`config.mk`:
```
export PLATFORM = sky130hd
export DESIGN_NAME = fetch_queue
export DESIGN_NICKNAME = d
export VERILOG_FILES = /design/src/rtl/fetch_queue.sv
export SDC_FILE = /design/constraint.sdc
export NUM_CORES = 1
export LEC_CHECK = 0
export BUFFER_PORTS_ARGS = -buffer_cell sky130_fd_sc_hd__buf_2
export CAP_MARGIN = 20
export CORE_MARGIN = 8
export CORE_UTILIZATION = 55
export CTS_CLUSTER_SIZE = 25
export DETAILED_ROUTE_END_ITERATION = 10
export PLACE_DENSITY_LB_ADDON = 0.3
export SYNTH_ARGS = -nofsm -noshare
export SYNTH_HDL_FRONTEND = slang
export SYNTH_SLANG_ARGS = --single-unit
```
`constraint.sdc`:
```
create_clock -name clock -period 14.4 [get_ports clock]
set_clock_uncertainty 0.05 [all_clocks]
set_input_delay 2.88 -clock clock [delete_from_list [all_inputs] [get_ports clock]]
set_output_delay 2.88 -clock clock [all_outputs]
set_load 0.01 [all_outputs]
```
`src/rtl/fetch_queue.sv`:
```
// fetch_queue: FIFO of {PC, instr} beats between fetch and decode, with full-stall and flush
module fetch_queue #(
  parameter int DEPTH = 4
) (
  input  logic                       clock,
  input  logic                       reset,
  input  logic [31:0]                fetch_PC,
  input  logic [31:0]                fetch_instr,
  input  logic                       fetch_valid,
  input  logic                       flush,
  output logic                       stall_PC,
  output logic                       decode_valid,
  output logic [31:0]                decode_PC,
  output logic [31:0]                decode_instr,
  input  logic                       decode_ready,
  output logic [$clog2(DEPTH+1)-1:0] count
);
  localparam int AW = $clog2(DEPTH);
  localparam int CW = $clog2(DEPTH + 1);
  logic [63:0]   mem [DEPTH];
  logic [AW-1:0] wr_ptr, rd_ptr;
  logic          full, enq, deq;
  always_comb begin
    full         = count == CW'(DEPTH);
    stall_PC     = full;
    decode_valid = count != '0;
    enq          = fetch_valid & ~full & ~flush;
    deq          = decode_valid & decode_ready & ~flush;
    decode_PC    = mem[rd_ptr][63:32];
    decode_instr = mem[rd_ptr][31:0];
  end
  // A full queue refuses the beat even when decode drains one this cycle; fetch re-presents it.
  always_ff @(posedge clock or posedge reset)
    if (reset) begin
      wr_ptr <= '0;
      rd_ptr <= '0;
      count  <= '0;
      for (int i = 0; i < DEPTH; i++) mem[i] <= '0;
    end else if (flush) begin
      wr_ptr <= '0;
      rd_ptr <= '0;
      count  <= '0;
    end else begin
      if (enq) begin
        mem[wr_ptr] <= {fetch_PC, fetch_instr};
        wr_ptr      <= wr_ptr + 1'b1;
      end
      if (deq) rd_ptr <= rd_ptr + 1'b1;
      count <= count + CW'(enq) - CW'(deq);
    end
endmodule

```
After elaboration in Yosys (flattened, before gate mapping)

Cells that the tools add are included.

Output and inout bits: 69
Memory bits (writable): 0
Latch bits: 0
Register bits: 263
ROM bits: 0
Memories kept: 0
Word-level logic and storage cells: 39

Multipliers: 0
Div/mod/pow operators: 0
Shift-type cells: 0
$lt $le $gt $ge: 3
Bitwise gates (word level): 8
Reductions and logical operators: 5
Add/subtract/negate cells: 4
Eq/ne operators: 1
Multiplexer cells: 11

Operator list:

| cell                                                                          | count |
|---|---|
| 256-bit bitwise mux                                                           | 1 |
| 64-bit 2-to-1 mux                                                             | 3 |
| 64-bit binary-select mux with 2-bit select                                    | 1 |
| 64-bit demux with 2-bit select                                                | 1 |
| 2-bit 2-to-1 mux                                                              | 4 |
| 3-bit greater-or-equal comparator (second input constant)                     | 2 |
| 2-bit inverter with 3-bit output                                              | 2 |
| 2-bit by 1-bit adder with 2-bit output (second input constant)                | 2 |
| 1-bit bitwise AND                                                             | 4 |
| 2-bit nonzero test                                                            | 2 |
| 3-bit by 1-bit adder with 3-bit output                                        | 1 |
| 3-bit == test (second input constant)                                         | 1 |
| 3-bit by 1-bit less-than comparator with 1-bit output (second input constant) | 1 |
| 3-bit 2-to-1 mux                                                              | 1 |
| 3-bit nonzero test                                                            | 1 |
| 3-bit by 1-bit subtractor with 3-bit output                                   | 1 |
| 1-bit inverter                                                                | 2 |
| 2-bit AND reduction                                                           | 1 |
| 1-bit logical AND                                                             | 1 |

Logic depth before layout (Yosys ltp)

Depth in word-level cells: 7
Depth in mapped cells: 10
Mapped depth without buffers: 9

Worst setup path after synthesis

OpenSTA, ideal clock, no wires.

Path kind: reg2out
From: register rd_ptr[0]
To: output port decode_PC[10]
Arrival: 1.499 ns
Stages on the path, launching flop included: 4
Path slack: 9.971 ns
Buffers on the path: 2
Path through: dfrtp_1 buf_2 buf_2 mux4_2

Word-level cells in the longest chain between the ends: 4

Ends and longest elaborated chain:

| item                                                   | line | text |
|---|---|---|
| start: declaration                                     | 21   | `logic [AW-1:0] wr_ptr, rd_ptr;` |
| start signal: assignment                               | 48   | `if (deq) rd_ptr <= rd_ptr + 1'b1;` |
| 2-bit inverter with 3-bit output (not written as such) | 29   | `decode_PC = mem[rd_ptr][63:32];` |
| 64-bit binary-select mux with 2-bit select             | 29   |  |
| 64-bit 2-to-1 mux (2 in a row)                         | --   |  |
| end: declaration                                       | 13   | `output logic [31:0] decode_PC,` |

No other way between the ends. The select of a mux whose other input is x is not followed.

Final worst setup path

From: register rd_ptr[0]
To: output port decode_instr[29]

Word-level cells in the longest chain between the ends: 4

Ends and longest elaborated chain:

| item                                                   | line | text |
|---|---|---|
| 2-bit inverter with 3-bit output (not written as such) | 30   | `decode_instr = mem[rd_ptr][31:0];` |
| 64-bit binary-select mux with 2-bit select             | 30   |  |
| 64-bit 2-to-1 mux (not written as such) (2 in a row)   | 30   |  |
| end: declaration                                       | 14   | `output logic [31:0] decode_instr,` |

No other way between the ends. The select of a mux whose other input is x is not followed.

==> results.json <==
{
  "use_met3_pct": 4.82,
  "vias_per_cell": 5.73,
  "area_growth_pct": 11.3,
  "use_met2_pct": 30.4,
  "syn_area_per_cell_um2": 19.2,
  "synth-seq-cells": 263,
  "relSlewSlack_pct": 38.1,
  "die_y_um": 168,
  "mostFrequentLayoutCell": "dfrtp_1",
  "synth.distinct_cells": 25,
  "grt-busiest-layer": "met2",
  "finalSetupViolCount": 0,
  "die_w_um": 168,
  "cp.arrival_ns": 2.87,
  "hold_viol": 0,
  "p_int_mw": 2.23,
  "p_leak_nw": 6.55,
  "numCtsBuffers": 28,
  "route.detailed.drc": 0,
  "layout-drive-gt1-share_pct": 63.9,
  "vias": 6335,
  "fp.dieArea_um2": 28300,
  "clk_pin_slew_worst_paths_ns": 0.06,
  "hold_path.class": "flip-flop to flip-flop",
  "avgRoutedWirePerCell_um": 23.6,
  "grt_use_total_pct": 18.6,
  "io_buffers": 137,
  "p_sw_share_pct": 28.6,
  "ir_drop_mv": 0.142,
  "post_dp_cell_area_um2": 13200,
  "post-place-cells": 1052,
  "setup_slack_ns": 8.60,
  "final_area_um2": 14200,
  "htree_levels": 1,
  "multiInputGateArea_um2": 5510,
  "clk_latency_ns": 0.54,
  "cts.sinks": 263,
  "startpoint_type": "flip-flop",
  "core_area_um2": 22700,
  "yosys_warnings": 0,
  "first_iter_violations": 362,
  "combPwrFrac_pct": 35.7,
  "total_power_mw": 3.13,
  "met1_usage_pct": 24.5,
  "firstDrtPassIters": 4,
  "antenna_found_initial": 6,
  "p_seq_share_pct": 41.4,
  "fin_cells": 1106,
  "grt_max_degree": 111,
  "synthAdderAreaFrac_pct": 0.745,
  "cp.required_ns": 11.47,
  "synthCells": 666,
  "mappedNetlistArea_um2": 12800,
  "nets": 874,
  "num_io_pins": 138,
  "cts_tree": "yes",
  "period_minus_slack_ns": 5.80,
  "finalCritPeriodShare_pct": 40.3,
  "p_clk_share_pct": 22.9,
  "grt_pass1_wl_mm": 42.3,
  "rsz0062_at_grt": "false",
  "p_sw_uw": 895,
  "drt_wl_total_mm": 26.1,
  "r2r_slack_ns": 11.54,
  "crit_type": "flip-flop to primary output",
  "synth_top_family_by_area": "multiplexers",
  "power_density_nw_per_um2": 220,
  "status": "finished clean",
  "regArea_um2": 6590,
  "ctsResizeCount": 0,
  "fin_util_pct": 62.5,
  "synth-compound-area-share_pct": 0.186,
  "layout_common_cells": "dfrtp_1, mux2_4, buf_2",
  "hold_slack_ns": 0.452,
  "gr-total-overflow": 0,
  "synth-xor-area-share_pct": 0.275,
  "cap_violations": 0,
  "clockBufferDepth": 3,
  "initial_core_util_pct": 56.2,
  "synthSimpleGateAreaFrac_pct": 0.961,
  "ys_seq_area_share_pct": 51.6,
  "tns_ns": 0,
  "ant_nets": 0,
  "clockRootBuffer": "clkbuf_16",
  "tightest_slew_ns": 0.929,
  "pre_cts_ws_ns": 9.07,
  "grt_pass1_vias": 7348,
  "place.gp.congestion": 0.733,
  "postCtsSetupBuffers": 0,
  "synthesis.nets": 742,
  "muxShareOfSynthArea_pct": 41.0,
  "slew_violations": 0,
  "fillers": 1612,
  "fmax_mhz": 172,
  "path_max_fanout": 36,
  "hold_buffers": 0,
  "cp-end-kind": "primary output",
  "fp-row-count": 55,
  "dp_hpwl_mm": 16.3
}
## power by group through the flow
stage                     clock network (mW)  logic (mW)  registers [mW]
after floorplan                            0       0.907            1.20
final                                  0.716        1.12            1.29
after CTS                              0.731        1.14            1.30
after global placement                     0        1.11            1.27
after detailed placement                   0        1.13            1.30
after global routing                   0.765        1.20            1.33
## final cells by class
| type | instances | share of cell area, % |
|---|---|---|
| repair buffers | 146 | 5.44 |
| inverters | 6 | 0.211 |
| multi-input cells | 353 | 38.8 |
| diodes | 3 | 0.0529 |
| flip-flops and latches | 263 | 46.4 |
| clock inverters | 8 | 0.555 |
| well taps | 285 | 2.51 |
| clock buffers | 42 | 6.01 |
## metal layers
layer / part of all wire, % / vias to the layer above
met2: 48 / 145
met5: 0.17 / -
li1: - / 2733
met4: 1.8 / 8
met3: 6.5 / 45
met1: 43 / 3404
## state kept, by name (all words and copies together), names as in the netlist
name / count
mem: 256
count: 3
rd_ptr: 2
wr_ptr: 2
## cell usage after synthesis (all sizes together)
master  count  area share [%]
buf        39             4.9
or3b        1           0.069
mux2      257              30
and3        4            0.35
or3         1           0.059
o31ai       2            0.12
clkbuf      5            0.15
fa          1            0.16
and2b       1           0.069
and2        1           0.059
nor2        7            0.21
mux4       64              11
nand2       1           0.029
o311ai      1           0.069
xnor2       1           0.069
nand4b      1           0.069
nor2b       1           0.049
dfrtp     263              52
inv         6            0.18
ha          6            0.59
xor2        3            0.21
## final timing paths
path,cells after the start,to,from
worst min-delay path,1,mem[60],mem[60]
worst max register to register,4,mem[189],count[1]
worst max-delay path,3,decode_instr[29],rd_ptr[0]
min in group asynchronous,2,mem[233],reset
worst min register to register,1,mem[60],mem[60]
max in group asynchronous,3,mem[12],reset
## cell families after synthesis
kind of cell	Yosys count
multiplexers	321
flip-flops	263
buffers and inverters	50
AND/OR/NAND/NOR	18
adder cells (fa/ha/maj)	7
XOR/XNOR	4
AO/OA/AOI/OAI	3
## critical path, stage by stage (launching register included)
cell and delay [ns]:
dfrtp_4 0.79, buf_4 0.69, mux4_2 0.63, buf_2 0.17
(Power assumes the default switching activity.)
